**src/rtl/fifo_reader.sv**
```systemverilog
// fifo_reader: read-side adapter turning the fifo pop/empty port into a
// valid/ready stream through a small skid buffer, with flush and word count.
module fifo_reader #(
    parameter int WIDTH     = 32,
    parameter int BUF_DEPTH = 3
) (
    input  logic                           clk_i,
    input  logic                           rst_i,
    input  logic                           fifo_empty_i,
    output logic                           fifo_pop_o,
    input  logic [WIDTH-1:0]               fifo_data_i,
    input  logic                           flush_i,
    output logic                           valid_o,
    input  logic                           ready_i,
    output logic [WIDTH-1:0]               data_o,
    output logic [$clog2(BUF_DEPTH+1)-1:0] level_o,
    output logic [31:0]                    words_o
);

    localparam int PW = (BUF_DEPTH > 1) ? $clog2(BUF_DEPTH) : 1;
    localparam int LW = $clog2(BUF_DEPTH + 1);

    logic [WIDTH-1:0] r_buf [BUF_DEPTH];
    logic [PW-1:0]    r_rd_ptr;
    logic [PW-1:0]    r_wr_ptr;
    logic [LW-1:0]    r_count;
    logic             r_inflight;
    logic [31:0]      r_words;

    logic [LW:0]      w_occ;
    logic             w_pop;
    logic             w_hs;
    logic             w_cap;

    function automatic logic [PW-1:0] next_ptr(input logic [PW-1:0] p);
        return (p == PW'(BUF_DEPTH - 1)) ? '0 : p + PW'(1);
    endfunction

    // Every in-flight word already owns a slot, so capture never overflows.
    assign w_occ = {1'b0, r_count} + {{LW{1'b0}}, r_inflight};
    assign w_pop = !rst_i && !flush_i && !fifo_empty_i
                   && (w_occ < (LW+1)'(BUF_DEPTH));
    assign w_hs  = (r_count != '0) && ready_i;
    assign w_cap = r_inflight && !flush_i;

    always_ff @(posedge clk_i) begin
        if (rst_i) begin
            for (int i = 0; i < BUF_DEPTH; i++) begin
                r_buf[i] <= '0;
            end
            r_rd_ptr   <= '0;
            r_wr_ptr   <= '0;
            r_count    <= '0;
            r_inflight <= 1'b0;
            r_words    <= '0;
        end else begin
            r_inflight <= w_pop;
            if (w_hs) begin
                r_words <= r_words + 32'd1;
            end
            if (flush_i) begin
                r_rd_ptr <= '0;
                r_wr_ptr <= '0;
                r_count  <= '0;
            end else begin
                if (w_cap) begin
                    r_buf[r_wr_ptr] <= fifo_data_i;
                    r_wr_ptr        <= next_ptr(r_wr_ptr);
                end
                if (w_hs) begin
                    r_rd_ptr <= next_ptr(r_rd_ptr);
                end
                unique case ({w_cap, w_hs})
                    2'b10:   r_count <= r_count + LW'(1);
                    2'b01:   r_count <= r_count - LW'(1);
                    default: r_count <= r_count;
                endcase
            end
        end
    end

    assign fifo_pop_o = w_pop;
    assign valid_o    = (r_count != '0);
    assign data_o     = r_buf[r_rd_ptr];
    assign level_o    = r_count;
    assign words_o    = r_words;

endmodule
```
**config.mk**
```make
export PLATFORM = sky130hd
export DESIGN_NAME = fifo_reader
export DESIGN_NICKNAME = d
export VERILOG_FILES = /design/src/rtl/fifo_reader.sv
export SDC_FILE = /design/constraint.sdc
export NUM_CORES = 1
export LEC_CHECK = 0
export CAP_MARGIN = 5
export CORE_MARGIN = 2
export CORE_UTILIZATION = 45
export DETAILED_ROUTE_END_ITERATION = 10
export PLACE_DENSITY = 0.79
export SLEW_MARGIN = 20
export SYNTH_ARGS = -nofsm -noshare
export SYNTH_HDL_FRONTEND = slang
export SYNTH_SLANG_ARGS = --single-unit
```
**constraint.sdc**
```tcl
create_clock -name clk_i -period 6.6 [get_ports clk_i]
set_input_delay 0.66 -clock clk_i [delete_from_list [all_inputs] [get_ports clk_i]]
set_output_delay 0.66 -clock clk_i [all_outputs]
set_load 0.01 [all_outputs]
```
Yosys cells after proc, flatten, opt, wreduce, memory -nomap -nowiden --
Memory sizes are Yosys's and may differ from the RTL's. A register that Yosys moved wholly into a read port is not among the register bits. Index checks and enable logic that the tools add are counted.
Word-level totals: register bits 39, memory bits (writable) 96, input port bits 37, output and inout port bits 68, logic and storage cells 43, memories 1
Cells by class: $add $sub $neg 6, magnitude comparators 1, equality and inequality tests 4, mux-type cells 14, reductions and logical operators 12
Memory list:
- r_buf | depth 3, bits a word 32, rd ports 1, clocked after Yosys merged registers in 1, wr ports 3, RTL line 23 | logic [WIDTH-1:0] r_buf [BUF_DEPTH];
Operators by type and width (count):
- 32-bit by 1-bit adder with 32-bit output, second input constant | 1
- 32-bit 2-to-1 mux | 1
- 32-bit OR reduction | 1
- 2-bit 2-to-1 mux | 5
- 1-bit 2-to-1 mux | 7
- 2-bit by 1-bit adder with 2-bit output, second input constant | 3
- 2-bit == test, second input constant | 3
- 1-bit logical AND | 5
- 2-bit one-hot mux with 2 select lines | 1
- 2-bit nonzero test | 2
- 2-bit by 1-bit adder with 3-bit output | 1
- 1-bit logical NOT | 3
- 3-bit by 2-bit less-than comparator with 1-bit output, second input constant | 1
- 2-bit by 1-bit == test with 1-bit output, second input constant | 1
- 2-bit OR reduction | 1
- 2-bit by 1-bit subtractor with 2-bit output, second input constant | 1

Depth between registers and ports, before layout --
Gate-level depths: netlist of the first run.
depth after elaboration 8, depth in mapped cells 7, gate-level depth less buffers 6

Least setup slack after synthesis of the first run --
OpenSTA, ideal clock, no wires.
path type input to register, from in flush_i, to mem r_buf[3][0] (enable), setup time 461 ps, data arrival time 3400 ps, required time 6139 ps, path slack 2739 ps, cell stages on the path 3, path buffers 1, path through or2_2 -> clkbuf_1 -> nor3_1
RTL lines:
- start, declared | RTL line 12 | input logic flush_i,
- end, declared | RTL line 23

Final worst setup path of the first run --
from in rst_i, to out fifo_pop_o
On the way: word-level cells in the longest chain between the ends 4
RTL lines:
- start, declared | RTL line 8 | input logic rst_i,
- 1-bit logical NOT | RTL line 41 | assign w_pop = !rst_i && !flush_i && !fifo_empty_i
- 1-bit logical AND (2 in a row) | RTL line 41
- 1-bit logical AND | RTL line 42 | && (w_occ < (LW+1)'(BUF_DEPTH));
- end, declared | RTL line 10 | output logic fifo_pop_o,
No other way between the ends.

==> flow_summary.toml, run 1 <==
[run_status]
status = "completed"

[timing]
slew_headroom = 0.4061
fin_crit_ns = 3.370
final-max-slew-violation-count = 0
tns_ns = 0
tightest_slew_ns = 0.8908
rsz0062_at_grt = "false"
clock_skew_ns = 0.008001
hold_violations = 0
post-route-period-util = 0.5106
setup_viol = 0
worst_slack_ns = 3.230
fmaxAchievable_mhz = 296.7

[floorplan]
core_area_sq_um = 15710
ios = 105
start_util = 0.4550
die_h_microns = 130.0
row_count = 46
die-area_sq_um = 16910
fp.dieW_microns = 130.0

[logic_synthesis]
ys_seq_elements = 169
yosysMostFrequentCell = "edfxtp_1"
synthTopCellsByCount = "edfxtp_1 (128), and2_1 (96), dfxtp_1 (41), mux4_2 (32), a21oi_1 (25)"
synth_top_cell_area_share = 0.5376
synthAdderAreaFrac = 0.007000
synth_edf_count = 128
synth_top_area_cell = "edfxtp_1"
yosysWarningCount = 0
yosys-top-cells-area = "edfxtp_1 (54%), dfxtp_1 (11%), mux4_2 (10%), and2_1 (8.4%), a21oi_1 (1.8%)"
synth_compound_area_frac = 0.04288
synthMuxAreaShare = 0.1024
synth-xor-area-share = 0.01593
synth_top_flop_cell = "edfxtp_1"
seq_area_frac_synth = 0.6524
synth_top_family_by_area = "simple AND/OR/NAND/NOR gates"
synth_area_per_cell_sq_um = 14.44
netlist_instances = 495
ys_async_sr_fraction = 0
ys_types = 34
syn-num-nets = 536
synth_area_sq_um = 7149
synth-simple-area-share = 0.1580

[grt]
grt_overflow = 0
grt_max_degree = 39
grt_antenna_before_repair = 0
track_usage = 0.1860
grt_pass1_vias = 4678
grt_pass1_wl_microns = 23420

[worst_setup_path]
required_ns = 5.94
r2r-start = "level_o[0]$_SDFFE_PP0P_"
crit_path_max_fanout = 38
timing.rr.end = "words_o[31]$_SDFFE_PP0P_"
cp-endpoint = "fifo_pop_o"
crit_start = "rst_i"
reg2reg_slack_ns = 4.20
critPathLaunchType = "primary input"
cp.arrival_ns = 2.71
reg2regPathDepth = 4
crit_type = "in -> out"
crit_path_end_kind = "output port"

[layout]
n_fill_cell = 1218
drive_gt1_frac = 0.1438
fin_area_sq_um = 9022
regArea_sq_um = 4667
fin_cells = 828
synthToLayoutAreaGrowth_pct = 26.20
final_nets = 640
multi_input_area_sq_um = 2355
diodes = 0

[power]
pwr-share-clk = 0.432
cell_internal_pwr_mw = 1.805
p_sw_mw = 0.4343
p_leak_nw = 2.997
p_seq_frac = 0.524
powerDensity_nw_per_um2 = 248.2
p_comb_frac = 0.045
swShare = 0.1939
irDropWorstVdd_mv = 0.1878

[clocking]
postCtsSetupBuffers = 0
cts.root.buffer_cell = "clkbuf_16"
cts_tree = "done"
clock_sinks = 169
post_cts_resized = 0
htree_levels = 4
cts_buffers = 17
clk-insertion-delay-late_ns = 0.42
cts_hold_buf = 0
cts_max_path_buffers = 2
clk_pin_slew_ns = 0.06

[route]
drc = 0
dr.pass1.iters = 4
avgViaCountPerCell = 5.482
routed_wl_microns = 14990
initialDrtViolationCount = 273
wl_per_cell_microns = 18.11
antenna_left = 0
vias = 4539

[place]
dp_hpwl_microns = 9456
gp_congestion = 0.7753
place_inst = 796
io_buffers = 104
dp_slack_ns = 3.220
postPlaceCellArea_sq_um = 8438

[worst_hold_path]
hold_path_depth = 2
hold_path_class = "reg -> reg"

[job]
max_cap_violations = 0
[sequential cells by signal (all words and copies together) (netlist names), named ones only]
signal and count:
r_rd_ptr 2, words_o 32, r_buf 128, r_inflight 1, r_wr_ptr 2, level_o 2
[metal layers]
| layer | vias to the layer above | GRT usage | wire (microns) | part of all wire |
|---|---|---|---|---|
| met5 | - | 0 | 0 | 0 |
| met4 | 0 | 0.07717 | 246 | 0.016 |
| met3 | 22 | 0.05125 | 933 | 0.062 |
| met2 | 147 | 0.3308 | 7822 | 0.52 |
| met1 | 2291 | 0.2118 | 5991 | 0.40 |
| li1 | 2079 | - | - | - |
[cell families after synthesis]
kind of cell | after synthesis
XOR/XNOR | 13
multiplexers | 33
AND/OR/NAND/NOR | 188
adder cells (fa/ha/maj) | 4
buffers and inverters | 37
flip-flops | 169
AO/OA/AOI/OAI | 51
[power groups by stage]
stage	logic [mW]	clock network [mW]	registers (mW)
after floorplan	0.0390	0	1.19
after global placement	0.0990	0	1.19
after detailed placement	0.101	0	1.20
after CTS	0.102	0.981	1.17
after global routing	0.108	1.03	1.17
final	0.100	0.966	1.17
[worst max-delay path, stage by stage]
cell and delay (ns):
clkdlybuf4s50_1 0.40, buf_4 0.26, or2_2 0.43, a2111oi_0 0.36, clkdlybuf4s50_1 0.61
[area by class of cell]
| cell class | count | area share |
|---|---|---|
| flip-flops and latches | 169 | 0.5173 |
| clock inverters | 15 | 0.01761 |
| multi-input cells | 289 | 0.2610 |
| well taps | 216 | 0.02995 |
| inverters | 8 | 0.003328 |
| repair buffers | 114 | 0.1237 |
| clock buffers | 17 | 0.04715 |
[per-stage QoR]
step	power [mW]	hold slack (ns)	utilization
detailed placement	1.296	0.4756	0.5370
global placement	1.292	0.4655	0.5370
finish	2.239	0.4912	0.5742
CTS	2.255	0.4909	0.5742
global route	2.308	0.5185	0.5742
floorplan	1.231	0.4579	-
[how the worst min path moves through the flow]
stage / startpoint / to / slack (ns)
floorplan: r_wr_ptr[1]$_SDFFE_PP0P_ / r_wr_ptr[1]$_SDFFE_PP0P_ / 0.46
global placement: words_o[31]$_SDFFE_PP0P_ / words_o[31]$_SDFFE_PP0P_ / 0.47
detailed placement: r_rd_ptr[1]$_SDFFE_PP0P_ / register / 0.48
CTS: r_rd_ptr[1]$_SDFFE_PP0P_ / register / 0.49
global route: r_wr_ptr[1]$_SDFFE_PP0P_ / r_wr_ptr[1]$_SDFFE_PP0P_ / 0.52
finish: r_wr_ptr[1]$_SDFFE_PP0P_ / r_wr_ptr[1]$_SDFFE_PP0P_ / 0.49
[layout by cell type (no fill, tap or decap), drive strengths merged]
cell / synthesis / final
a2111oi: 2 / 2
a21o: 2 / 2
a21oi: 25 / 25
and2: 96 / 96
and4: 2 / 2
buf: 7 / 10
bufinv: 0 / 3
clkbuf: 22 / 17
clkdlybuf4s50: 0 / 104
clkinv: 0 / 8
clkinvlp: 0 / 4
dfxtp: 41 / 41
edfxtp: 128 / 128
ha: 4 / 4
inv: 8 / 8
mux2: 1 / 1
mux4: 32 / 32
nand2: 13 / 13
nand2b: 3 / 3
nand3: 8 / 8
nand3b: 1 / 1
nand4: 8 / 8
nor2: 15 / 15
nor3: 7 / 7
nor4: 5 / 5
o21ai: 8 / 8
o31ai: 14 / 14
or2: 6 / 6
or3: 7 / 7
or4: 17 / 17
xnor2: 9 / 9
xor2: 4 / 4
(Power assumes the default switching activity.)
==> run 2, diff against run 1 <==
Clock period 6.6 ns to 3.2 ns, I/O delays scaled along.
==> run 2 against run 1 <==
Wire length increased by 0.52%. Global-route usage fell by 0.13 points. Critical path type is now reg -> out. Worst hold slack got worse by 0.0092 ns. Worst setup slack worse by 2.8 ns. Clock power rose by 120%. Sequential share of layout area shrank 0.54 points. Register-to-register slack worse by 3.4 ns. First-iteration DRC count grew 3.7%. Clock skew down 0.0011 ns. Core utilization increased by 0.61 points. Clock-buffer cell count increased by 1. Final area is 1.1% higher.
==> flow_summary.toml, run 2 (synthesis results as in run 1) <==
[run_status]
status = "completed"

[grt]
grt_pass1_wl_microns = 23580
track_usage = 0.1846
grt_pass1_vias = 4565
grt_antenna_before_repair = 0
grt_max_degree = 38
grt_overflow = 0

[power]
cell_internal_pwr_mw = 3.813
irDropWorstVdd_mv = 0.3942
power_mw = 4.733
pwr-share-clk = 0.444
p_sw_mw = 0.9200
p_leak_nw = 3.054
p_comb_frac = 0.045
p_seq_frac = 0.511
swShare = 0.1944
powerDensity_nw_per_um2 = 519.1

[clocking]
cts_buffers = 17
postCtsSetupBuffers = 0
clk-insertion-delay-late_ns = 0.42
clk_pin_slew_ns = 0.06
clock_sinks = 169
post_cts_resized = 0
cts_tree = "done"
cts_hold_buf = 0
cts.root.buffer_cell = "clkbuf_16"
htree_levels = 4
cts_max_path_buffers = 2

[worst_setup_path]
cp.arrival_ns = 2.47
reg2reg_slack_ns = 0.80
r2r-start = "words_o[0]$_SDFFE_PP0P_"
crit_chain = "buf_4 -> mux4_2 -> clkdlybuf4s50_1"
critPathMaxStageDelay_ns = 0.64
crit_path_max_fanout = 14
critPathLaunchType = "register"
crit_path_end_kind = "output port"
timing.rr.end = "words_o[18]$_SDFFE_PP0P_"
crit_path_top_delay_cell = "dfxtp_2"
reg2regPathDepth = 5
crit_type = "reg -> out"
required_ns = 2.88

[worst_hold_path]
hold_path_depth = 2
min_from = "fifo_empty_i"
hold_path_class = "in -> reg"
worstHoldEndpoint = "r_inflight$_SDFF_PP0_"

[timing]
tns_ns = 0
fin_crit_ns = 2.786
tightest_slew_ns = 0.6347
setup_viol = 0
final-max-slew-violation-count = 0
clock_skew_ns = 0.006918
rsz0062_at_grt = "false"
slew_headroom = 0.5769
fmaxAchievable_mhz = 359.0
hold_violations = 0
post-route-period-util = 0.8705

[route]
initialDrtViolationCount = 283
antenna_left = 0
routed_wl_microns = 15070
vias = 4481
dr.pass1.iters = 4
drc = 0
wl_per_cell_microns = 18.12
avgViaCountPerCell = 5.386

[place]
gp_congestion = 0.7774
dp_hpwl_microns = 9568
io_buffers = 104

[floorplan]
die_h_microns = 130.0
ios = 105
start_util = 0.4550
fp.dieW_microns = 130.0
die-area_sq_um = 16910
row_count = 46
core_area_sq_um = 15710

[layout]
synthToLayoutAreaGrowth_pct = 27.53
top_register = "r_buf"
final_cell_mix = "edfxtp_1 (128), clkdlybuf4s50_1 (104), and2_1 (96)"
final_nets = 644
largest_register_ffs = 128
final_common_cell = "edfxtp_1"
drive_gt1_frac = 0.1445
diodes = 0

[job]
max_cap_violations = 0
run 2: final cells by class:
class,instances,area [sq um]
Fill cell,1242,6595
Tap cell,216,270.3
Timing Repair Buffer,118,1184
Clock buffer,18,429.2
Clock inverter,14,176.4
Multi-Input combinational cell,289,2361
Sequential cell,169,4667
Inverter,8,30.03
run 2: how the worst max path moves through the flow:
stage | start | to
floorplan | flush_i | r_buf[3][0]$_DFFE_PP_
global placement | flush_i | fifo_pop_o
detailed placement | flush_i | fifo_pop_o
CTS | register | data_o[0]
global route | register | data_o[25]
finish | register | data_o[0]
run 2: routing by layer:
layer  vias up  track usage  wire (microns)
li1       2081            -               -
met1      2276       0.2365            6577
met2       110       0.3111            7609
met3        14      0.05453             742
met4         0      0.04617             142
met5         -            0               0
run 2: per-stage QoR:
stage          instance area (sq um)  worst slack, ns    util  hold WS, ns  std cells
4_1_cts                         9117           0.3262  0.5803       0.4577        832
6_report                        9117           0.4144  0.5803       0.4820        832
2_1_floorplan                   7154           0.6744       -       0.4031        495
3_3_place_gp                    8512           0.6727  0.5417       0.4658        800
3_5_place_dp                    8512           0.6254  0.5417       0.4766        800
5_1_grt                         9117           0.2433  0.5803       0.4996        832
run 2: power groups by stage:
stage,registers [mW],logic [mW],clock network (mW)
floorplan,2.46,0.0807,0
global placement,2.46,0.213,0
detailed placement,2.46,0.216,0
CTS,2.42,0.217,2.15
global route,2.42,0.229,2.23
finish,2.42,0.214,2.10
run 2: critical path, delay by kind of cell, from the launching register on:
kind     cells  cell delay [ns]
mux          1             0.55
flops        1             0.64
buf+inv      2             0.85
